## config.mk

```make
export PLATFORM = sky130hd
export DESIGN_NAME = led_level_sequencer_flat
export DESIGN_NICKNAME = d
export VERILOG_FILES = /design/src/rtl/led_level_sequencer_pkg.sv /design/src/rtl/led_level_sequencer_if.sv /design/src/rtl/led_level_sequencer_step_tick_gen.sv /design/src/rtl/led_level_sequencer.sv /design/src/flat_wrapper.sv
export SDC_FILE = /design/constraint.sdc
export NUM_CORES = 1
export LEC_CHECK = 0
export ABC_AREA = 1
export ABC_CLOCK_PERIOD_IN_PS = 1600
export CAP_MARGIN = 25
export CORE_AREA = 2 2 48 94
export CTS_CLUSTER_DIAMETER = 60
export CTS_CLUSTER_SIZE = 10
export DETAILED_ROUTE_END_ITERATION = 8
export DIE_AREA = 0 0 50 96
export PLACE_DENSITY = 0.69
export SYNTH_ARGS = -nofsm -noshare
export SYNTH_HDL_FRONTEND = slang
export SYNTH_SLANG_ARGS = --single-unit
```

## constraint.sdc

```tcl
create_clock -name clk -period 1.6 [get_ports clk]
set_input_delay 0.32 -clock clk [delete_from_list [all_inputs] [get_ports clk]]
set_output_delay 0.32 -clock clk [all_outputs]
set_load 0.1 [all_outputs]
```

## src/rtl/led_level_sequencer_pkg.sv

```systemverilog
// led_seq_pkg: shared state encoding and level limits for the LED level sequencer and bar decoder.
package led_seq_pkg;
    localparam int LED_MAX_LEVEL = 16;
    localparam int LED_CNT_W     = 5;
    typedef enum logic [1:0] {ST_IDLE, ST_RUN, ST_HOLD} state_e;
endpackage

```

## src/rtl/led_level_sequencer_if.sv

```systemverilog
// led_level_sequencer_if: control pulses in, level/status out for the LED level sequencer.
interface led_level_sequencer_if
    import led_seq_pkg::*;
#(
    parameter int CNT_W = LED_CNT_W
);
    logic             start;
    logic             stop;
    logic             clear;
    logic             dir_toggle;
    logic [CNT_W-1:0] counter_out;
    logic             running;
    logic             dir_down;
    modport master (output start, stop, clear, dir_toggle, input counter_out, running, dir_down);
    modport slave (input start, stop, clear, dir_toggle, output counter_out, running, dir_down);
endinterface

```

## src/rtl/led_level_sequencer_step_tick_gen.sv

```systemverilog
// step_tick_gen: prescaler counting 0..TICK_DIV-1 while enabled, one-cycle tick on the last count.
module step_tick_gen #(
    parameter int TICK_DIV = 50_000_000
) (
    input  logic clk,
    input  logic rst,
    input  logic en_i,
    input  logic clr_i,
    output logic tick_o
);
    localparam int W = (TICK_DIV > 2) ? $clog2(TICK_DIV) : 1;
    localparam logic [W-1:0] LAST = W'(TICK_DIV - 1);
    logic [W-1:0] cnt_q, cnt_d;
    always_comb begin
        cnt_d  = (clr_i || !en_i) ? '0 : (cnt_q == LAST) ? '0 : cnt_q + W'(1);
        cnt_d  = (!clr_i && !en_i) ? cnt_q : cnt_d;
        tick_o = en_i && !clr_i && (cnt_q == LAST);
    end
    always_ff @(posedge clk) begin
        if (rst) cnt_q <= '0;
        else     cnt_q <= cnt_d;
    end
endmodule

```

## src/rtl/led_level_sequencer.sv

```systemverilog
// led_level_sequencer: steps the LED bar level up/down at a prescaled rate under start/stop/clear/dir control.
// AUTO_BOUNCE_EN selects ping-pong at the endpoints instead of saturation.
module led_level_sequencer
    import led_seq_pkg::*;
#(
    parameter int TICK_DIV  = 50_000_000,
    parameter int MAX_LEVEL = LED_MAX_LEVEL,
    parameter int CNT_W     = LED_CNT_W
) (
    input logic                  clk,
    input logic                  rst,
    led_level_sequencer_if.slave bus
);
    localparam logic [CNT_W-1:0] TOP = CNT_W'(MAX_LEVEL);
    localparam logic [CNT_W-1:0] ONE = CNT_W'(1);
    state_e           state_q, state_d;
    logic [CNT_W-1:0] level_q, level_d, level_step;
    logic             dir_q, dir_d, running_q, running_d;
    logic             tick, step, at_end, bounce;
    step_tick_gen #(.TICK_DIV(TICK_DIV)) u_tick (
        .clk    (clk),
        .rst    (rst),
        .en_i   (state_q == ST_RUN),
        .clr_i  (state_q != ST_RUN),
        .tick_o (tick)
    );
    always_ff @(posedge clk) begin
        if (rst) begin
            state_q   <= ST_IDLE;
            level_q   <= '0;
            dir_q     <= 1'b0;
            running_q <= 1'b0;
        end else begin
            state_q   <= state_d;
            level_q   <= level_d;
            dir_q     <= dir_d;
            running_q <= running_d;
        end
    end
    always_comb begin
        state_d = state_q;
        if (bus.clear)      state_d = ST_IDLE;
        else if (bus.stop)  state_d = (state_q == ST_RUN) ? ST_HOLD : state_q;
        else if (bus.start) state_d = ST_RUN;
    end
    // A step coinciding with stop or clear is dropped; direction toggles still apply.
    always_comb begin
        step   = tick && !bus.stop && !bus.clear;
        at_end = dir_q ? (level_q == '0) : (level_q == TOP);
`ifdef AUTO_BOUNCE_EN
        bounce     = step && at_end;
        level_step = at_end ? (dir_q ? ONE : TOP - ONE) : (dir_q ? level_q - ONE : level_q + ONE);
`else
        bounce     = 1'b0;
        level_step = at_end ? level_q : (dir_q ? level_q - ONE : level_q + ONE);
`endif
        level_d   = bus.clear ? '0 : step ? level_step : level_q;
        dir_d     = bus.clear ? 1'b0 : dir_q ^ bus.dir_toggle ^ bounce;
        running_d = (state_d == ST_RUN);
    end
    assign bus.counter_out = level_q;
    assign bus.running     = running_q;
    assign bus.dir_down    = dir_q;
endmodule

```

## src/flat_wrapper.sv

```systemverilog
// flat-port wrapper written by rule: the top's interface ports become plain ports
module led_level_sequencer_flat import led_seq_pkg::*;
#(
    parameter int TICK_DIV  = 50_000_000,
    parameter int MAX_LEVEL = LED_MAX_LEVEL,
    parameter int CNT_W     = LED_CNT_W
)
  (clk, rst, bus_start, bus_stop, bus_clear, bus_dir_toggle, bus_counter_out, bus_running, bus_dir_down);
  led_level_sequencer_if #(.CNT_W(CNT_W)) bus_i ();
  input logic clk;
  input logic rst;
  input wire logic [$bits(bus_i.start)-1:0] bus_start;
  input wire logic [$bits(bus_i.stop)-1:0] bus_stop;
  input wire logic [$bits(bus_i.clear)-1:0] bus_clear;
  input wire logic [$bits(bus_i.dir_toggle)-1:0] bus_dir_toggle;
  output wire logic [$bits(bus_i.counter_out)-1:0] bus_counter_out;
  output wire logic [$bits(bus_i.running)-1:0] bus_running;
  output wire logic [$bits(bus_i.dir_down)-1:0] bus_dir_down;
  assign bus_i.start = bus_start;
  assign bus_i.stop = bus_stop;
  assign bus_i.clear = bus_clear;
  assign bus_i.dir_toggle = bus_dir_toggle;
  assign bus_counter_out = bus_i.counter_out;
  assign bus_running = bus_i.running;
  assign bus_dir_down = bus_i.dir_down;
  led_level_sequencer #(.TICK_DIV(TICK_DIV), .MAX_LEVEL(MAX_LEVEL), .CNT_W(CNT_W)) u_core (.clk(clk), .rst(rst), .bus(bus_i));
endmodule
```

==> results by group, run 1 <==
Run status
  • Status: complete, no violations

Route
  • DRC Markers: 0
  • Routed wire length: around 4400 µm
  • DRT iter0 DRCs: 29
  • Detailed-route via count: 1839
  • Post-route ant nets: 0
  • Vias per cell: 4.78
  • Drt wl/cell: around 11 µm
  • First-pass iteration count of the detailed router: 4

Hold path
  • Worst hold path type: reg2reg

STA
  • Slew HR: 76.5%
  • Fin Setup TNS: 0 ps
  • Final hold vios: 0
  • Slew Limit Fails: 0
  • Final Cycle Share: 92.3%
  • Post-route setup slack: 124 ps
  • Final Critical Period: between 1000 and 1500 ps
  • Setup Skew: 7.05 ps
  • Measured slew at the worst slew-check pin: 349 ps
  • Fmax: 677 MHz
  • Final setup fails: 0

Placement
  • Worst slack at placement: 11.8 ps
  • DP Wirelength: 3470 µm
  • Port bufs: 12
  • GPL Wtd Cong: 0.817

Floorplanning
  • Ports: 13
  • Starting Density: between 40 and 50%
  • Std cell rows: 33
  • Die Y: 96 µm
  • Die area: 0.00480 mm²
  • DIE WIDTH: 50 µm
  • Core area: 0.00409 mm²

Clock network
  • Skew-Pair Late Insertion Delay: 290 ps
  • Clock Sink Count: 35
  • Clk pin slew, worst setup/hold paths: roughly 80 ps
  • CTS buffer count: 5
  • Root Buffer: clkbuf_8
  • CTS H-tree lvls: 2
  • CTS tree: built
  • Clock buffer depth: 2

Critical path
  • R2r endpoint: u_core.bus.counter_out[4]
  • Critical Path AT: around 1700 ps
  • Slowest stage delay, CP: 340 ps
  • Critical path class: reg2reg
  • Reg2reg start: u_core.bus.dir_down
  • Origin of the worst setup path: u_core.bus.dir_down
  • Worst Setup EP: u_core.bus.counter_out[4]
  • Worst R2R Path Depth: 8
  • CP Capture Type: flop
  • Worst path cell trace: buf_4, ha_1, a21oi_2, nand3_1, nand2_1, nand3_1, nand2_1, nor2_1
  • CP max stage cell: dfxtp_4
  • Data required, critical path: 1780 ps
  • CP Max Fanout: 6
  • Worst path bufs/invs: 1
  • Top delay family on crit path: simple AND/OR/NAND/NOR gates
  • Critical path depth in cells: 8
  • Crit start category: flop
  • FF-to-FF setup slack: 120 ps

Layout
  • Multi-input gate area: 0.00114 mm²
  • Fill cells: 364
  • Area Overhead vs Synth: 28.0%
  • Seq. cell area: 718 µm²
  • Leading cell types in the layout, fill and taps excluded: nor2_1 (73), nand2_1 (66), inv_1 (33)
  • Ant. Diodes: 0
  • Layout cells sized above 1: 21.9%
  • Final Core Density: between 60% and 70%
  • Most common cell after layout, fill and taps aside: nor2_1
  • Final Net Count: approximately 340

Global route
  • First-pass GRT wire length: 7540 µm
  • Initial antenna violation count: 0
  • GRT Total Usage: around a fifth
  • Vias in the first global route: 1847
  • Largest net degree at the start of global routing: 13
  • GRT overflow: 0

Synth
  • Mapped Area: 0.00196 mm²
  • Synthesized Nets: 306
  • Register area share after synthesis: a little over a third
  • Syn_area_per_cell: roughly 6.7 µm²
  • Synth warn: 0
  • Post-synthesis cell type count: 25
  • Post-Synthesis Cells: 295
  • Seq cells post-synth: 35

Power
  • PD cells: 677 mW/mm²
  • Worst IR drop on VDD: ~0.71 mV
  • LEAKAGE: 0.00106 µW
  • Tot Pwr: 1700 µW

Job
  • Max-cap violations: 0
[per-layer routing]
metal	vias up	routed length (µm)	global-route usage, %
met5	-	0	0
met4	0	264	13.9
met3	17	109	3.57
met2	29	2410	41.8
met1	811	1570	17.4
li1	982	-	-
[cell usage after synthesis (all sizes together)]
library cell | count | area (µm²)
xnor2 | 6 | 52.6
nand3 | 21 | 110
nand3b | 3 | 22.5
xor2 | 6 | 52.6
fa | 1 | 20.0
a21oi | 7 | 35.0
nand4 | 4 | 25.0
nand2 | 81 | 344
o22ai | 1 | 6.26
inv | 37 | 139
o21a | 1 | 7.51
ha | 4 | 50.1
buf | 2 | 18.8
dfxtp | 35 | 701
nor2 | 80 | 344
nor3 | 6 | 35.0
[area by class of cell]
class                   count  share of cell area (%)
clock buffers               8                    4.03
well taps                  52                    2.59
repair buffers             32                    13.7
inverters                  37                    5.62
multi-input cells         221                    45.5
flip-flops and latches     35                    28.6
[state kept, by name, indices dropped and copies added, names as in the netlist]
signal                  count
u_core.bus.running          1
u_core.state_q              2
u_core.bus.dir_down         1
u_core.u_tick.cnt_q        26
u_core.bus.counter_out      5
[power by group]
group | total, µW | leakage [µW] | switching (µW) | internal [µW]
clock | 738 | 0.0000506 | 335 | 404
sequential | 870 | 0.000286 | 2.24 | 868
combinational | 93.2 | 0.000724 | 52.6 | 40.6
[cells by family (layout without fill, tap and decap cells)]
kind of cell,count (synthesis),after routing,synth area share [%]
xor+xnor,12,12,5.35
flops,35,35,35.7
simple gates,195,195,44.9
fa+ha+maj,5,5,3.57
compound gates,9,9,2.49
buf+inv,39,77,8.03
[per-stage QoR]
stage	hold slack, ps	instance area (µm²)	std cells
6_report	523	2510	385
5_1_grt	541	2510	385
4_1_cts	520	2430	380
3_5_place_dp	510	2330	372
3_3_place_gp	496	2330	372
2_1_floorplan	392	1980	295
[worst min-delay path: stages, from the launching register on]
cell and delay, ps:
dfxtp_1 330, buf_4 110, nor2_1 40
[worst min path at each step]
stage	start	endpoint	slack, ps	cells after the start
4_1_cts	u_core.u_tick.cnt_q[0]	u_core.u_tick.cnt_q[0]	520	2
6_report	u_core.u_tick.cnt_q[0]	u_core.u_tick.cnt_q[0]	520	2
5_1_grt	u_core.u_tick.cnt_q[0]	u_core.u_tick.cnt_q[0]	540	2
3_3_place_gp	u_core.state_q[0]	u_core.state_q[0]	500	2
2_1_floorplan	rst	u_core.state_q[1]	390	1
3_5_place_dp	u_core.u_tick.cnt_q[0]	u_core.u_tick.cnt_q[0]	510	2
[repair_timing]
action	in CTS	in global routing
resized for setup	0	13
endpoints found under the setup margin	0	29
setup buffers	0	5
hold buffers	0	0
Power figures use the tool's default switching activity.
==> run 2: changes to the inputs <==
==> constraint.sdc (replaced) <==
create_clock -name clk -period 1.6 [get_ports clk]
set_input_delay 0.48 -clock clk [delete_from_list [all_inputs] [get_ports clk]]
set_output_delay 0.48 -clock clk [all_outputs]
set_load 0.1 [all_outputs]
==> results by group, run 2 (same netlist as run 1, synthesis figures left out) <==
Layout
  • Most common cell after layout, fill and taps aside: nor2_1 (unchanged)
  • Fill cells: 392 (was 364)
  • Layout cells sized above 1: 21.3% (was 21.9%)
  • Area Overhead vs Synth: 25.4% (was 28.0%)
  • Non-filler instance count after layout: 380 (was 385)
  • Leading cell types in the layout, fill and taps excluded: nor2_1 (72), nand2_1 (66), inv_1 (33) (was nor2_1 (73), nand2_1 (66), inv_1 (33))
  • Max reg flops: 26 (unchanged)
  • Final Net Count: 338 (was 343)
  • Ant. Diodes: 0 (unchanged)
  • Reg with most FFs: u_core.u_tick.cnt_q (unchanged)

Critical path
  • CP most frequent cell: nand2_1
  • CP max stage cell: dfxtp_4 (unchanged)
  • Worst R2R Path Depth: 9 (was 8)
  • Origin of the worst setup path: u_core.bus.dir_down (unchanged)
  • Slowest stage delay, CP: 390 ps (was 340 ps)
  • Data required, critical path: 1780 ps (about the same)
  • CP Max Fanout: 4 (was 6)
  • Worst path bufs/invs: 1 (unchanged)
  • Critical Path AT: 1750 ps (was 1660 ps)
  • Crit start category: flop (unchanged)
  • Critical path class: reg2reg (unchanged)
  • Top delay family on crit path: simple AND/OR/NAND/NOR gates (unchanged)
  • R2r endpoint: u_core.bus.counter_out[4] (unchanged)
  • CP Capture Type: flop (unchanged)
  • Reg2reg start: u_core.bus.dir_down (unchanged)
  • Worst path cell trace: inv_2, fa_2, nand3b_1, nand2_1, nand2_1, nand2_1, nand3_1, nand2_1, nor2_1 (was buf_4, ha_1, a21oi_2, nand3_1, nand2_1, nand3_1, nand2_1, nor2_1)
  • FF-to-FF setup slack: 30 ps (was 120 ps)

Placement
  • Port bufs: 12 (unchanged)
  • GPL Wtd Cong: 0.858 (was 0.817)
  • Worst slack at placement: -178 ps (was 11.8 ps)
  • DP Wirelength: 3440 µm (was 3470 µm)
  • Placed cells: 367 (was 372)

Route
  • Routed wire length: 4380 µm (was 4360 µm)
  • DRT iter0 DRCs: 45 (was 29)
  • Post-route ant nets: 0 (unchanged)
  • First-pass iteration count of the detailed router: 4 (unchanged)
  • Drt wl/cell: 11.5 µm (was 11.3 µm)
  • Vias per cell: 4.71 (was 4.78)
  • Detailed-route via count: 1788 (was 1839)
  • DRC Markers: 0 (unchanged)

Global route
  • Largest net degree at the start of global routing: 13 (unchanged)
  • First-pass GRT wire length: 7210 µm (was 7540 µm)
  • Vias in the first global route: 1715 (was 1847)
  • GRT overflow: 0 (unchanged)
  • Initial antenna violation count: 0 (unchanged)
  • GRT Total Usage: 20.3% (was 20.7%)

Power
  • PD cells: 645 mW/mm² (was 677 mW/mm²)
  • Clk network pwr share: 39.4% (was 43.4%)
  • Internal Pwr Total: 1210 µW (was 1310 µW)
  • Comb pwr share: 5.6% (was 5.5%)
  • Worst IR drop on VDD: 0.671 mV (was 0.708 mV)
  • Sw power: 375 µW (was 389 µW)
  • Tot Pwr: 1590 µW (was 1700 µW)
  • LEAKAGE: 0.00105 µW (was 0.00106 µW)
  • Part of the power in registers: 55.0% (was 51.1%)
  • Switching Fraction: 23.6% (was 22.9%)

Floorplanning
  • DIE WIDTH: 50 µm (unchanged)
  • Starting Density: 48.0% (unchanged)
  • Core area: 0.00409 mm² (unchanged)
  • Die Y: 96 µm (unchanged)
  • Std cell rows: 33 (unchanged)
  • Ports: 13 (unchanged)
  • Die area: 0.00480 mm² (unchanged)

Hold path
  • Hold Crit Depth: 1 (was 2)
  • Min-delay src: u_core.u_tick.cnt_q[0] (unchanged)
  • WHS Endpoint: u_core.u_tick.cnt_q[0] (unchanged)
  • Worst hold path type: reg2reg (unchanged)

STA
  • Final Critical Period: 1570 ps (was 1480 ps)
  • Final setup fails: 0 (unchanged)
  • Fmax: 636 MHz (was 677 MHz)
  • Setup Skew: 10.4 ps (was 7.05 ps)
  • Post-route setup slack: 26.6 ps (was 124 ps)
  • Fin Setup TNS: 0 ps (unchanged)
  • Final Cycle Share: 98.3% (was 92.3%)
  • Slew Limit Fails: 0 (unchanged)
  • Measured slew at the worst slew-check pin: 336 ps (was 349 ps)
  • Slew HR: 77.4% (was 76.5%)
  • Final hold vios: 0 (unchanged)
  • Hold slack: 415 ps (was 523 ps)

Clock network
  • Skew-Pair Late Insertion Delay: 290 ps (about the same)
  • Hold-fix buffers, CTS: 0 (unchanged)
  • CTS tree: built (unchanged)
  • CTS H-tree lvls: 2 (unchanged)
  • Clk pin slew, worst setup/hold paths: 70 ps (was 80 ps)
  • Root Buffer: clkbuf_8 (unchanged)
  • CTS buffer count: 5 (unchanged)
  • Clock buffer depth: 2 (unchanged)
  • Clock Sink Count: 35 (unchanged)

Run status
  • Status: complete, no violations (unchanged)

Job
  • Max-cap violations: 0 (unchanged)
## run 2: how the worst max path moves through the flow
stage / to / slack [ps] / cells past startpoint
final: u_core.bus.counter_out[4] / 30 / 9
after floorplan: u_core.bus.counter_out[4] / -90 / 9
after global placement: u_core.bus.counter_out[0] / -140 / 9
after CTS: u_core.bus.counter_out[4] / 10 / 9
after detailed placement: u_core.bus.counter_out[3] / -180 / 9
after global routing: u_core.bus.counter_out[4] / -40 / 9
## run 2: power by group through the flow
| stage | Clock, µW | Combinational, µW | Sequential (µW) |
|---|---|---|---|
| after floorplan | 0 | 34.5 | 908 |
| after global placement | 0 | 88.1 | 893 |
| after detailed placement | 0 | 88.7 | 893 |
| after CTS | 645 | 89.0 | 873 |
| after global routing | 676 | 97.6 | 873 |
| final | 626 | 89.2 | 873 |
## run 2: metrics by stage
stage | area [µm²] | util [%]
floorplan | 1980 | -
global route | 2460 | 60.2
global placement | 2290 | 56.1
CTS | 2390 | 58.6
finish | 2460 | 60.2
detailed placement | 2290 | 56.1
## run 2: layout make-up
class                           count  area, µm²  share of cell area [%]
Timing Repair Buffer               27        307                    12.4
Clock buffer                        6       72.6                    2.95
Sequential cell                    35        721                    29.3
Multi-Input combinational cell    221       1140                    46.3
Tap cell                           52       65.1                    2.64
Inverter                           37        144                    5.84
Clock inverter                      2       12.5                   0.508
## run 2: metal layers
metal / wire [µm] / global-route usage [%] / share of wire (%)
met5: 0 / 0 / 0
met4: 94 / 10.4 / 2.1
met3: 111 / 4.35 / 2.5
met2: 2620 / 41.9 / 60
met1: 1550 / 17.0 / 35
## run 2: timing repair
item | 4_1_cts | 5_1_grt
pin swaps | 1 | 5
setup buffers | 1 | 4
gates cloned | 0 | 0
endpoints found under the setup margin | 1 | 29
resized for setup | 2 | 14
